$ cat src/rtl/qcw_pkg.sv
// Shared constants and config helpers for the QCW oscillator and qcw_driver.
// Holds the counter width, default deadtime, minimum-period clamp and the config derivation.
package qcw_pkg;

  localparam int CNT_W            = 16;
  localparam int PHASE_W          = 8;
  localparam int DEADTIME_DEFAULT = 12;
  localparam int MIN_PERIOD       = 2 * DEADTIME_DEFAULT + 4;

  typedef enum logic {
    ST_IDLE,
    ST_RUN
  } osc_state_t;

  typedef struct packed {
    logic [CNT_W-1:0] period;
    logic [CNT_W-1:0] half;
    logic [CNT_W-1:0] shift;
  } osc_cfg_t;

  function automatic logic [CNT_W-1:0] min_period(input int deadtime);
    return CNT_W'(2 * deadtime + 4);
  endfunction

  // Period is forced even and clamped so both half periods can hold their deadtime plus a pulse.
  function automatic osc_cfg_t make_cfg(input logic [CNT_W-1:0]   period_in,
                                        input logic [PHASE_W-1:0] phase,
                                        input logic [CNT_W-1:0]   min_p);
    osc_cfg_t                 cfg;
    logic [CNT_W-1:0]         p;
    logic [CNT_W+PHASE_W-1:0] prod;
    p = {period_in[CNT_W-1:1], 1'b0};
    if (p < min_p) p = min_p;
    cfg.period = p;
    cfg.half   = {1'b0, p[CNT_W-1:1]};
    prod       = (CNT_W+PHASE_W)'(cfg.half) * (CNT_W+PHASE_W)'(phase);
    cfg.shift  = prod[CNT_W+PHASE_W-1:PHASE_W];
    return cfg;
  endfunction

endpackage

$ cat src/rtl/qcw_leg_decode.sv
// Half-bridge leg gate decode: maps a position within the period to high/low-side gates
// with deadtime after each half-period boundary.
module qcw_leg_decode
  import qcw_pkg::*;
#(
  parameter int DEADTIME = DEADTIME_DEFAULT
) (
  input  logic [CNT_W-1:0] pos,
  input  logic [CNT_W-1:0] half,
  input  logic [CNT_W-1:0] period,
  output logic             hi,
  output logic             lo
);

  localparam logic [CNT_W:0] DT = (CNT_W+1)'(DEADTIME);

  assign hi = ({1'b0, pos} >= DT) && (pos < half);
  assign lo = ({1'b0, pos} >= ({1'b0, half} + DT)) && (pos < period);

endmodule

$ cat src/rtl/qcw_oscillator.sv
// Phase-shifted full-bridge gate generator with shadowed period/phase reload each period.
// Optional macro OSC_GATE_INTERLOCK_EN adds a sticky shoot-through interlock on the gates.
module qcw_oscillator
  import qcw_pkg::*;
#(
  parameter int DEADTIME = DEADTIME_DEFAULT
) (
  input  logic               clk,
  input  logic               rst,
  input  logic               enable,
  input  logic               load,
  input  logic [CNT_W-1:0]   period_value,
  input  logic [PHASE_W-1:0] phase_shift,
  output logic               period_done,
  output logic               signal_ref,
  output logic               sw1,
  output logic               sw2,
  output logic               sw3,
  output logic               sw4
);

  localparam logic [CNT_W-1:0] MIN_P = min_period(DEADTIME);
  localparam logic [CNT_W-1:0] ONE   = CNT_W'(1);

  osc_state_t         state, state_next;
  osc_cfg_t           cfg, new_cfg;
  logic [CNT_W-1:0]   cnt, cb;
  logic [CNT_W-1:0]   sh_period;
  logic [PHASE_W-1:0] sh_phase;
  logic               first_period;
  logic               running, starting, wrapping;
  logic               a_hi, a_lo, b_hi, b_lo, leg_b_hold;
  logic               g1_next, g2_next, g3_next, g4_next;

  assign running  = (state == ST_RUN) && enable;
  assign starting = (state == ST_IDLE) && enable;
  assign wrapping = (cnt == cfg.period - ONE);

  // A load on the transfer edge itself takes effect immediately rather than a period later.
  assign new_cfg = make_cfg(load ? period_value : sh_period,
                            load ? phase_shift  : sh_phase, MIN_P);

  assign cb = (cnt >= cfg.shift) ? (cnt - cfg.shift) : (cnt + (cfg.period - cfg.shift));
  assign leg_b_hold = first_period && (cnt < cfg.shift);

  always_ff @(posedge clk or posedge rst) begin
    if (rst) state <= ST_IDLE;
    else     state <= state_next;
  end

  always_comb begin
    state_next = state;
    case (state)
      ST_IDLE: if (enable)  state_next = ST_RUN;
      ST_RUN:  if (!enable) state_next = ST_IDLE;
      default: state_next = ST_IDLE;
    endcase
  end

  always_ff @(posedge clk or posedge rst) begin
    if (rst) begin
      cnt          <= '0;
      cfg          <= '0;
      sh_period    <= '0;
      sh_phase     <= '0;
      first_period <= 1'b1;
    end else begin
      if (load) begin
        sh_period <= {period_value[CNT_W-1:1], 1'b0};
        sh_phase  <= phase_shift;
      end
      cnt <= (running && !wrapping) ? cnt + ONE : '0;
      if (starting || (running && wrapping)) cfg <= new_cfg;
      if (starting)                   first_period <= 1'b1;
      else if (running && wrapping)   first_period <= 1'b0;
    end
  end

  qcw_leg_decode #(.DEADTIME(DEADTIME)) u_leg_a (
    .pos    (cnt),
    .half   (cfg.half),
    .period (cfg.period),
    .hi     (a_hi),
    .lo     (a_lo)
  );

  qcw_leg_decode #(.DEADTIME(DEADTIME)) u_leg_b (
    .pos    (cb),
    .half   (cfg.half),
    .period (cfg.period),
    .hi     (b_hi),
    .lo     (b_lo)
  );

`ifdef OSC_GATE_INTERLOCK_EN
  logic fault, a_clash, b_clash;

  assign a_clash = a_hi & a_lo;
  assign b_clash = b_hi & b_lo & ~leg_b_hold;

  // Once a clash is seen the bridge stays dark until the controller drops enable.
  always_ff @(posedge clk or posedge rst) begin
    if (rst)                           fault <= 1'b0;
    else if (!enable)                  fault <= 1'b0;
    else if (running && (a_clash || b_clash)) fault <= 1'b1;
  end

  assign g1_next = a_hi & ~a_clash & ~fault;
  assign g2_next = a_lo & ~a_clash & ~fault;
  assign g3_next = b_hi & ~leg_b_hold & ~b_clash & ~fault;
  assign g4_next = b_lo & ~leg_b_hold & ~b_clash & ~fault;
`else
  assign g1_next = a_hi;
  assign g2_next = a_lo;
  assign g3_next = b_hi & ~leg_b_hold;
  assign g4_next = b_lo & ~leg_b_hold;
`endif

  always_ff @(posedge clk or posedge rst) begin
    if (rst) begin
      period_done <= 1'b0;
      signal_ref  <= 1'b0;
      sw1         <= 1'b0;
      sw2         <= 1'b0;
      sw3         <= 1'b0;
      sw4         <= 1'b0;
    end else if (running) begin
      period_done <= wrapping;
      signal_ref  <= (cnt < cfg.half);
      sw1         <= g1_next;
      sw2         <= g2_next;
      sw3         <= g3_next;
      sw4         <= g4_next;
    end else begin
      period_done <= 1'b0;
      signal_ref  <= 1'b0;
      sw1         <= 1'b0;
      sw2         <= 1'b0;
      sw3         <= 1'b0;
      sw4         <= 1'b0;
    end
  end

endmodule

$ cat config.mk
export PLATFORM = sky130hd
export DESIGN_NAME = qcw_oscillator
export DESIGN_NICKNAME = d
export VERILOG_FILES = /design/src/rtl/qcw_pkg.sv /design/src/rtl/qcw_leg_decode.sv /design/src/rtl/qcw_oscillator.sv
export SDC_FILE = /design/constraint.sdc
export NUM_CORES = 1
export LEC_CHECK = 0
export CELL_PAD_IN_SITES_DETAIL_PLACEMENT = 1
export CELL_PAD_IN_SITES_GLOBAL_PLACEMENT = 1
export CORE_UTILIZATION = 40
export CTS_CLUSTER_SIZE = 20
export DETAILED_ROUTE_END_ITERATION = 8
export HOLD_SLACK_MARGIN = 0.12
export PLACE_DENSITY_LB_ADDON = 0.1
export SLEW_MARGIN = 20
export SYNTH_ARGS = -nofsm -noshare
export SYNTH_HDL_FRONTEND = slang
export SYNTH_HIERARCHICAL = 1
export SYNTH_SLANG_ARGS = --single-unit
$ cat constraint.sdc
create_clock -name clk -period 12.5 [get_ports clk]
set_clock_uncertainty 0.2 [all_clocks]
set_input_delay 2.5 -clock clk [delete_from_list [all_inputs] [get_ports clk]]
set_output_delay 2.5 -clock clk [all_outputs]
set_load 0.1 [all_outputs]
== Yosys cells after proc, flatten, opt, wreduce, memory -nomap -nowiden ==
Cells that the tools add are included.
Storage, ports and cells
  register bits: 93
  input port bits: 28
  output and inout port bits: 6
  word-level logic and storage cells: 63
Cells by class
  add/sub/neg operators: 6
  multiply operators: 1
  magnitude comparators: 11
  eq/ne operators: 1
  muxes and demuxes: 14
  bitwise logic cells: 4
  reductions and logical operators: 12
Operator list (count)
  $mux 16: 4
  $lt 16x15->1: 3
  $ge 16x17->1: 2
  $ge 16x4->1 const B: 2
  $lt 16x16->1: 2
  $sub 16x15->16: 2
  $mul 15x8->23: 1
  $add 15x4->16 const B: 1
  $add 16x1->16 const B: 1
  $add 16x16->16: 1
  $eq 16x16->1: 1
  $ge 16x15->1: 1
  $lt 16x5->1 const B: 1
  $sub 16x1->16 const B: 1
  $logic_and 1x1->1: 9
  $mux 1: 9
  $mux 8: 1
  $and 1x1->1: 2
  $not 1->1: 2
  $reduce_bool 2->1: 1
  $logic_not 1->1: 1
  $logic_or 1x1->1: 1

== Longest topological paths before layout ==
Gate-level depths: netlist of the first run.
  depth after elaboration: 7
  depth in mapped cells: 25
  gate-level depth less buffers: 23

== Modules after synthesis ==
The synthesis of the first run kept the hierarchy.
Modules (own cells, without submodules)
  qcw_oscillator: instances 1, cells an instance 1014, area each 9132.5 µm², seq. area each 1928.1 µm²
  qcw_leg_decode: instances 2, cells an instance 181, area each 1343.8 µm², seq. area each 0.0 µm²

== Worst setup path before layout of the first run ==
OpenSTA, ideal clock, no wires.
  kind: input to register
  from: input load
  to: register cfg[10] (netlist name)
  setup time: 125 ps
  arrival: 8679 ps
  required time: 12175 ps
  slack: 3496 ps
  stages: 23
  path buffers: 2
  cells stage by stage: buf_6 buf_4 mux2i_4 nand3_1 nor4_1 nor2_1 nor2_1 fa_1 fa_1 fa_1 inv_1 fa_1 inv_1 ha_1 and3_1 a221o_1 a31o_2 a221o_1 a31oi_4 nor2b_1 a311oi_1 nor2_1 mux2_4
Between the ends
  longest elaborated chain between the ends: 4
  elaborated cells on any way between the ends: 5
  those cells by class: mul: 1; order compare: 1; mux: 3
Ends and longest elaborated chain
  start: declaration: line qcw_oscillator.sv:11  | input logic load,
  $mux 16: line qcw_oscillator.sv:40  | assign new_cfg = make_cfg(load ? period_value : sh_period,
  $lt 16x5->1: line qcw_pkg.sv:33  | if (p < min_p) p = min_p;
  $mux 16: line qcw_pkg.sv:33
  $mul 15x8->23 *: line qcw_pkg.sv:36  | prod = (CNT_W+PHASE_W)'(cfg.half) * (CNT_W+PHASE_W)'(phase);
  end signal: assignment: line qcw_oscillator.sv:73  | if (starting || (running && wrapping)) cfg <= new_cfg;
  end: declaration: line qcw_oscillator.sv:26  | osc_cfg_t cfg, new_cfg;
Mark *: on every way between the ends. The rest lies on a longest branch, timed or not.
A chain may end at the register's enable or synchronous reset.

== Final worst setup path of the first run ==
Ends and elaborated chain as after synthesis.

==> results of run 1 <==
## worst paths after layout
check,cells past startpoint,from,slack (ns),end
worst max-delay path,22,load,2.30,cfg[10]
worst max register to register,21,sh_period[15],4.71,cfg[10]
max in group asynchronous,3,rst,8.66,sh_period[7]
min in group asynchronous,2,rst,2.26,cnt[2]
worst min-delay path,1,sh_period[1],0.34,sh_period[1]
worst min register to register,1,sh_period[1],0.34,sh_period[1]
## kinds of logic (layout without fill, tap and decap cells)
group	after synthesis	count (layout)
multiplexers	59	59
buffers and inverters	275	318
other	1	8
AND/OR/NAND/NOR	382	382
AO/OA/AOI/OAI	220	220
adder cells (fa/ha/maj)	270	270
flip-flops	77	77
XOR/XNOR	92	92
## cells in the final DEF, fill, tap and decap left out, types with 12 or more instances in the layout
cell | synthesis | final
inv_1 | 254 | 253
ha_1 | 177 | 177
nor2_1 | 171 | 171
fa_1 | 93 | 93
dfrtp_1 | 76 | 76
xnor2_1 | 71 | 71
a21oi_1 | 70 | 70
nand2_1 | 69 | 69
mux2i_1 | 47 | 42
o21ai_0 | 41 | 41
a21o_1 | 32 | 32
clkdlybuf4s50_1 | 0 | 31
nor3_1 | 26 | 26
xor2_1 | 21 | 21
nand3_1 | 18 | 18
buf_4 | 3 | 16
nand4_1 | 13 | 13
nor4_1 | 12 | 12
and3_1 | 12 | 12
nand2b_1 | 12 | 12
## worst max-delay path, delay by kind of cell
family                     cells  cell delay (ns)
and+or+nand+nor                7             2.30
buffers and inverters          3             0.54
adders and majority gates      5             2.40
AOI/OAI and AO/OA              5             1.42
muxes                          2             1.05
## where the power goes
group          switching [W]  total, W  leakage [nW]  internal (W)
combinational        0.00146   0.00249          5.54       0.00103
sequential         0.0000761  0.000371         0.949      0.000295
clock               0.000125  0.000265         0.132      0.000140
## flip-flops by register name (all words and copies together) (netlist names)
signal        flops
cfg              30
cnt              16
first_period      1
period_done       1
sh_period        15
sh_phase          8
signal_ref        1
state             1
sw1               1
sw2               1
sw3               1
sw4               1
## per-stage QoR
stage / power, W / cell area (µm²) / hold WS (ns) / setup WS (ns) / std cells
final: 0.003130 / 12960 / 0.3428 / 2.303 / 1810
after global routing: 0.003497 / 12960 / 0.3523 / 1.953 / 1810
after CTS: 0.003160 / 12950 / 0.3453 / 2.279 / 1810
after global placement: 0.002772 / 12670 / 0.3222 / 2.011 / 1794
after floorplan: 0.002206 / 11850 / 0.2730 / 3.496 / 1383
after detailed placement: 0.002871 / 12670 / 0.3250 / 1.907 / 1794
## layout make-up
class / count / area, µm²
Fill cell: 3510 / 15900
Clock inverter: 5 / 33.78
Sequential cell: 77 / 1928
Inverter: 254 / 954.7
Timing Repair Buffer: 48 / 435.4
Multi-Input combinational cell: 1031 / 8884
Clock buffer: 11 / 242.7
Tap cell: 384 / 480.5
## layer usage
| metal | up-vias | GRT usage |
|---|---|---|
| met2 | 108 | 0.4523 |
| met3 | 36 | 0.02340 |
| met1 | 4928 | 0.3072 |
| met5 | - | 0 |
| li1 | 4666 | - |
| met4 | 0 | 0.06835 |
==> metrics.md, run 1 <==
| Metric | Value |
|---|---|
| Top-area cell type share of the netlist area | 0.1874 |
| Status | finished, final reports clean |
| Synth warnings | 6 |
| First-pass GRT wire length | ~58000 µm |
| Die X | 173.9 µm |
| CP Class | in2reg |
| Worst Max-Slew Pin Slew | 1.069 ns |
| Top sig layer | met4 |
| DR vias | 9738 |
| Max Root-Sink Buffers | 2 |
| CTS Sinks | 77 |
| Site row count | 62 |
| Xor-xnor portion of the synthesized cell area | 0.06817 |
| Area grow syn2layout | 9.633% |
| CP max stage cell | nor4_1 |
| Worst-path cell chain | buf_2 > mux2i_1 > nand3_1 > nor4_1 > nor2_1 > nor2_1 > fa_1 > fa_1 > fa_1 > inv_1 > fa_1 > inv_1 > ha_1 > and3_1 > a221o_1 > a31o_2 > a221o_1 > a31oi_4 > nor2b_1 > a311oi_1 > nor2_1 > mux2_4 |
| Fraction of registers with async set or reset after synthesis | 1.000 |
| Count leader, synth | inv_1 |
| Startpoint Class | primary input |
| Io pins | 34 |
| Total Wirelength | 35830 µm |
| Total grt overflow | 0 |
| Critical path data arrival time | just over 10 ns |
| P_leak | 6.619 nW |
| Crit path top cell by count | fa_1 |
| Max_slew headroom | 0.2732 |
| Synth area leader | ha_1 |
| Antenna viol nets, final | 0 |
| Mapped Area | 0.01182 mm² |
| Gpl congestion | 0.8559 |
| Max stage delay on crit path | 0.85 ns |
| DP HPWL | between 20000 and 30000 µm |
| Crit. End Element | flop |
| WP data required | 12.55 ns |
| Depth of the CTS H-tree | 3 |
| Number of CTS-inserted buffers | 9 |
| Fin crit period | ~10 ns |
| # setup viols final | 0 |
| Metal3 WL | 644 µm |
| Flops & latches, synth | 77 |
| Final setup TNS | 0 ns |
| Die Y | 173.9 µm |
| Worst-path fanout max | 13 |
| Sequential area share after synthesis | 0.1631 |
| Starting density of the core | 0.4096 |
| Ranking of synthesized cells by area | ha_1 (19%), dfrtp_1 (16%), fa_1 (16%) |
| Primary FF master, synth | dfrtp_1 |
| MaxCap Viol Count | 0 |
| Post-CTS setup buffer count | 0 |
| RSZ-0062 raised after global routing | false |
| Max Clk Rate | 98.07 MHz |
| Avg Inst Size Synth | 8.590 µm² |
| Synth cell types | 71 |
| Post-CTS Hold Fix Bufs | 0 |
| Final Hold Fails | 0 |
| VDD IR max | approximately 0.09 mV |
| Synthesized-area fraction occupied by adder cells | 0.3449 |
| Total GRT Usage | 0.2471 |
| Pin count of the biggest net entering global routing | 57 |
| Post-synth top cells | inv_1 (254), ha_1 (177), nor2_1 (171) |
| Drt first pass iters | 4 |
| Synth Area in Compound Gates | 0.1229 |
| Layout cells sized above 1 | 0.05189 |
| Wl on met1 | between 15000 and 20000 µm |
| Drt wl/cell | 19.79 µm |
| Vias in the first global route | 10510 |
| Via density | 5.380 |
| Largest family of logic cells by synthesized area | adder cells |
| Clock-pin slew on the worst setup and hold paths | 0.07 ns |
| Synth Area in Simple Gates | 0.1574 |
| Core Region | around 0.029 mm² |
| CTS tree | yes |
| Initial antenna violation count | 0 |
| Pins over their slew limit | 0 |
| Root Driver | clkbuf_16 |
| 1st-iter DRT viols | between 300 and 400 |
| Mux cell area share after synthesis | 0.05346 |
| Nets@finish | roughly 1700 |
| PwrDens | 241.6 mW/mm² |
| Ratio of final minimum period to clock period | 0.8157 |
| Diode count | 0 |
| Residual DRC | 0 |
| Util after Layout | 0.4491 |
| HP Class | reg2reg |
| EDFF count, synth | 0 |
| I/O Buffers | 32 |
| Mapped Cells | about 1400 |
| Clk_lat worst skew | 0.36 ns |
| Routed wl met2 | ~18000 µm |
| Post_cts resized | 0 |
| Die Footprint | 0.03024 mm² |
Power figures use the tool's default switching activity.
==> run 2, diff against run 1 <==
- clock period: 12.5 -> 10.6 ns (I/O delays scaled with it)
==> metrics.md, run 2 (synthesis results as in run 1) <==
| Metric | Value |
|---|---|
| Status | finished, final reports clean |
| Total GRT Usage | 0.2466 |
| Residual DRC | 0 |
| Switching share of power | 0.5236 |
| Die Y | 173.9 µm |
| Io pins | 34 |
| Final Hold Fails | 0 |
| Core Region | 0.02886 mm² |
| # setup viols final | 0 |
| Max Root-Sink Buffers | 2 |
| Die Footprint | 0.03024 mm² |
| CP max stage cell | buf_2 |
| Max Clk Rate | 111.0 MHz |
| Footprint of the multi-input gates | 0.008872 mm² |
| Diode count | 0 |
| Power Total | ~0.0037 W |
| PwrDens | 281.2 mW/mm² |
| Most common cell after layout, fill and taps aside | inv_1 |
| Layout Cells excl Fill | 1816 |
| RSZ-0062 raised after global routing | false |
| Most frequent cells in the layout | inv_1 (253), ha_1 (177), nor2_1 (171) |
| CTS Sinks | between 70 and 80 |
| Biggest regs | cfg (30), cnt (16), sh_period (15) |
| Max_slew headroom | 0.2581 |
| Max stage delay on crit path | 0.65 ns |
| Pin count of the biggest net entering global routing | 56 |
| MaxCap Viol Count | 0 |
| Largest register FFs | 30 |
| Ratio of final minimum period to clock period | 0.8499 |
| Crit path top cell by count | fa_1 |
| Startpoint Class | primary input |
| Starting density of the core | 0.4096 |
| FF-to-FF path depth | 23 |
| Post-route worst setup slack | between 1.5 and 2 ns |
| Top reg by flops | cfg |
| Initial antenna violation count | 0 |
| # placed instances | 1800 |
| Met3 Use GR | 0.01772 |
| HP Class | reg2reg |
| VDD IR max | 0.1066 mV |
| Number of CTS-inserted buffers | 9 |
| Nets@finish | 1725 |
| M2 GR Usage | 0.4468 |
| Hold Path Depth | 2 |
| Total Wirelength | 35170 µm |
| Combinational power share | 0.790 |
| Worst Setup Slack post-DPL | between 1 and 1.5 ns |
| Area grow syn2layout | 10.06% |
| I/O Buffers | 32 |
| DP HPWL | 28350 µm |
| P_leak | roughly 6.7 nW |
| Critical path data arrival time | approximately 9.1 ns |
| CTS tree | yes |
| WHS | 0.3235 ns |
| DR vias | 9722 |
| WP data required | roughly 11 ns |
| Pins over their slew limit | 0 |
| Depth of the CTS H-tree | 3 |
| Vias in the first global route | 10760 |
| NetSw | 0.001915 W |
| Fin crit period | 9.009 ns |
| Clk_lat worst skew | about 0.36 ns |
| Post-CTS setup buffer count | 0 |
| Met1 GRT Util | 0.3106 |
| Total grt overflow | 0 |
| Layout cells sized above 1 | 0.05377 |
| Site row count | slightly above 60 |
| Gpl congestion | 0.8490 |
| Drt first pass iters | 6 |
| Drt wl/cell | approximately 19 µm |
| Root Driver | clkbuf_16 |
| Crit. End Element | flop |
| Clock-pin slew on the worst setup and hold paths | 0.07 ns |
| Clock power frac | 0.090 |
| Worst-path cell chain | buf_2 > mux2i_4 > nand3_1 > nor4_1 > buf_4 > nor2_1 > nor2_1 > fa_1 > fa_1 > fa_1 > inv_1 > fa_1 > inv_1 > ha_1 > and3_1 > a221o_1 > a31o_2 > a221o_1 > a31oi_4 > nor2b_1 > a311oi_1 > nor2_1 > mux2_4 |
| Final setup TNS | 0 ns |
| GRT Max-Usage Layer | met2 |
| Worst-path fanout max | 27 |
| Post_cts resized | 0 |
| Die X | 173.9 µm |
| Internal power | between 0.0015 and 0.002 W |
| Worst Max-Slew Pin Slew | 1.103 ns |
| Antenna viol nets, final | 0 |
| 1st-iter DRT viols | about 330 |
| First-pass GRT wire length | 58220 µm |
| Post-CTS Hold Fix Bufs | 0 |
| Seq. cell area | 0.001928 mm² |
| Fill cells | 3471 |
| Via density | between 5 and 6 |
| Seq pwr share | 0.120 |
| CP Class | in2reg |
==> run 2: worst max-delay path: cells and delay by family <==
family / cells / cell delay (ns)
adder cells (fa/ha/maj): 5 / 2.36
AND/OR/NAND/NOR: 7 / 1.40
AO/OA/AOI/OAI: 5 / 1.40
buffers and inverters: 4 / 0.93
multiplexers: 2 / 0.77
==> run 2: per-layer routing <==
metal / vias to the layer above / wire [µm] / part of all wire
met5: - / 0 / 0
met4: 0 / 801 / 0.023
met3: 37 / 496 / 0.014
met2: 99 / 17730 / 0.50
met1: 4921 / 16140 / 0.46
li1: 4665 / - / -
==> run 2: final timing paths <==
| path | start | end | slack [ns] |
|---|---|---|---|
| min reg2reg | sh_period[8] | sh_period[8] | 0.32 |
| max | load | cfg[10] | 1.59 |
| max reg2reg | sh_period[12] | cfg[10] | 3.78 |
| min | sh_period[8] | sh_period[8] | 0.32 |
| max in group asynchronous | rst | sh_period[13] | 7.19 |
| min in group asynchronous | rst | cnt[6] | 1.88 |
==> run 2: cell type report <==
| class | instances | share of cell area |
|---|---|---|
| multi-input cells | 1031 | 0.6820 |
| flip-flops and latches | 77 | 0.1482 |
| inverters | 254 | 0.07339 |
| repair buffers | 54 | 0.03693 |
| well taps | 384 | 0.03693 |
| clock buffers | 10 | 0.01760 |
| clock inverters | 6 | 0.004905 |
==> run 2: per-stage QoR <==
stage,instance area [µm²],utilization
after detailed placement,12720,0.4406
after floorplan,11850,-
after global placement,12720,0.4406
final,13010,0.4508
after global routing,13010,0.4508
after CTS,13010,0.4508
==> run 2: power groups by stage <==
stage / sequential (W) / clock [W] / combinational, W
6_report: 0.000439 / 0.000329 / 0.00289
5_1_grt: 0.000449 / 0.000349 / 0.00335
4_1_cts: 0.000440 / 0.000338 / 0.00294
3_5_place_dp: 0.000447 / 0 / 0.00291
3_3_place_gp: 0.000444 / 0 / 0.00283
2_1_floorplan: 0.000411 / 0 / 0.00219
==> run 3, diff against run 2 <==
- clock period: 10.6 -> 8.05 ns (I/O delays scaled with it)
==> metrics.md, run 3 (synthesis results as in run 1) <==
| Metric | Value |
|---|---|
| Status | finished, final reports clean |
| Worst Max-Slew Pin Slew | roughly 1.1 ns |
| VDD IR max | 0.1622 mV |
| Post-CTS setup buffer count | 0 |
| Drt first pass iters | 4 |
| P_leak | 6.752 nW |
| Hold EP | sh_period[8] |
| R2R Path End | cfg[10] |
| Final Hold Fails | 0 |
| Ratio of final minimum period to clock period | 0.9647 |
| Biggest regs | cfg (30), cnt (16), sh_period (15) |
| Diode count | 0 |
| Worst hold start | sh_period[8] |
| RSZ-0062 raised after global routing | false |
| Max Root-Sink Buffers | 2 |
| Top reg by flops | cfg |
| Die Y | 173.9 µm |
| Depth of the CTS H-tree | 3 |
| PwrDens | about 370 mW/mm² |
| Antenna viol nets, final | 0 |
| FF-to-FF path depth | 21 |
| # setup viols final | 0 |
| Final setup TNS | 0 ns |
| Max Clk Rate | 128.8 MHz |
| Pins over their slew limit | 0 |
| Drt wl/cell | 19.21 µm |
| Layout cells sized above 1 | 0.06676 |
| Residual DRC | 0 |
| Die X | between 150 and 200 µm |
| First-pass GRT wire length | 57260 µm |
| Starting density of the core | 0.4096 |
| Total grt overflow | 0 |
| DR vias | 9833 |
| Worst Setup Slack post-DPL | -0.1681 ns |
| Power Total | 0.004894 W |
| Critical R2R Launch | sh_period[13] |
| Nets@finish | 1746 |
| Post_cts resized | 0 |
| Total Wirelength | 35300 µm |
| Startpoint Class | primary input |
| Most frequent cells in the layout | inv_1 (253), ha_1 (177), nor2_1 (171) |
| Largest register FFs | 30 |
| Vias in the first global route | 10660 |
| Io pins | 34 |
| Clk_lat worst skew | 0.36 ns |
| Worst-path fanout max | 5 |
| CP Class | in2reg |
| Crit. End Element | flop |
| DP HPWL | ~29000 µm |
| Number of CTS-inserted buffers | 9 |
| Initial antenna violation count | 0 |
| CTS Sinks | 77 |
| Hold Path Depth | 2 |
| Site row count | between 60 and 70 |
| I/O Buffers | 32 |
| Gpl congestion | 0.8393 |
| Critical path data arrival time | between 7 and 8 ns |
| CTS tree | yes |
| MaxCap Viol Count | 0 |
| Core Region | 0.02886 mm² |
| Clock-pin slew on the worst setup and hold paths | roughly 0.070 ns |
| Setup slack, reg-to-reg | 1.63 ns |
| Post-route worst setup slack | roughly 0.28 ns |
| Via density | approximately 5.4 |
| 1st-iter DRT viols | 388 |
| Post-CTS Hold Fix Bufs | 0 |
| WP data required | 8.10 ns |
| Total GRT Usage | 0.2452 |
| Die Footprint | ~0.030 mm² |
| HP Class | reg2reg |
| Max_slew headroom | 0.2615 |
| Pin count of the biggest net entering global routing | 50 |
| Area grow syn2layout | 11.28% |
| Root Driver | clkbuf_16 |
| Fin crit period | 7.766 ns |
| Most common cell after layout, fill and taps aside | inv_1 |
run 3: cell types whose count changed in the layout (fill, tap and decap cells not counted):
cell	before	now
nor4_1	12	11
nor4_2	4	5
bufinv_16	1	0
buf_12	0	1
buf_4	22	42
clkinvlp_4	2	4
clkinv_4	1	0
mux2i_1	45	47
mux2i_2	5	3
run 3: metrics by stage:
stage	hold WS, ns	util	std cells	area (µm²)
final	0.3213	0.4558	1837	13150
after global routing	0.3502	0.4558	1837	13150
after CTS	0.3232	0.4558	1837	13150
after detailed placement	0.3012	0.4465	1821	12880
after global placement	0.3060	0.4465	1821	12880
after floorplan	0.2730	-	1383	11850
run 3: worst max-delay path, cell delays in order:
cell and delay (ns):
clkdlybuf4s50_1 0.45, mux2i_2 0.23, nand3_1 0.22, nor4_2 0.43, nor2_1 0.17, nor2_1 0.19, fa_1 0.44, fa_1 0.53
fa_1 0.54, inv_1 0.05, fa_1 0.53, inv_1 0.04, ha_1 0.32, a21o_1 0.17, a221o_1 0.33, a31o_2 0.22
a221o_1 0.33, a31oi_4 0.26, nor2b_1 0.12, a311oi_1 0.26, nor2_1 0.08, mux2_4 0.26
run 3: how the worst max path moves through the flow:
stage	slack, ns	depth (start not counted)	from	to
finish	0.28	22	period_value[13]	cfg[10]
global placement	-0.03	22	period_value[13]	cfg[10]
floorplan	0.13	23	load	cfg[10]
CTS	0.21	22	period_value[13]	cfg[10]
global route	0.04	22	period_value[13]	cfg[10]
detailed placement	-0.17	22	period_value[13]	cfg[10]
run 3: layout make-up:
class                   count  area, µm²
clock buffers              10      229.0
repair buffers             75      650.6
clock inverters             6      40.04
multi-input cells        1031       8871
well taps                 384      480.5
fillers                  3474      15700
inverters                 254      954.7
flip-flops and latches     77       1928
run 3: power breakdown:
group          switching [W]  leakage (nW)  internal (W)  total, W
clock network       0.000194         0.120      0.000208  0.000402
logic                0.00222          5.68       0.00168   0.00391
registers           0.000127         0.949      0.000458  0.000585
total                0.00255          6.75       0.00235   0.00489
run 3: metal layers:
layer  wire length [µm]  vias to the layer above  track usage
met5                  0                        -            0
met4               1167                        0       0.1009
met3                849                       60      0.02231
met2              17680                      145       0.4407
met1              15590                     4918       0.2996
li1                   -                     4710            -
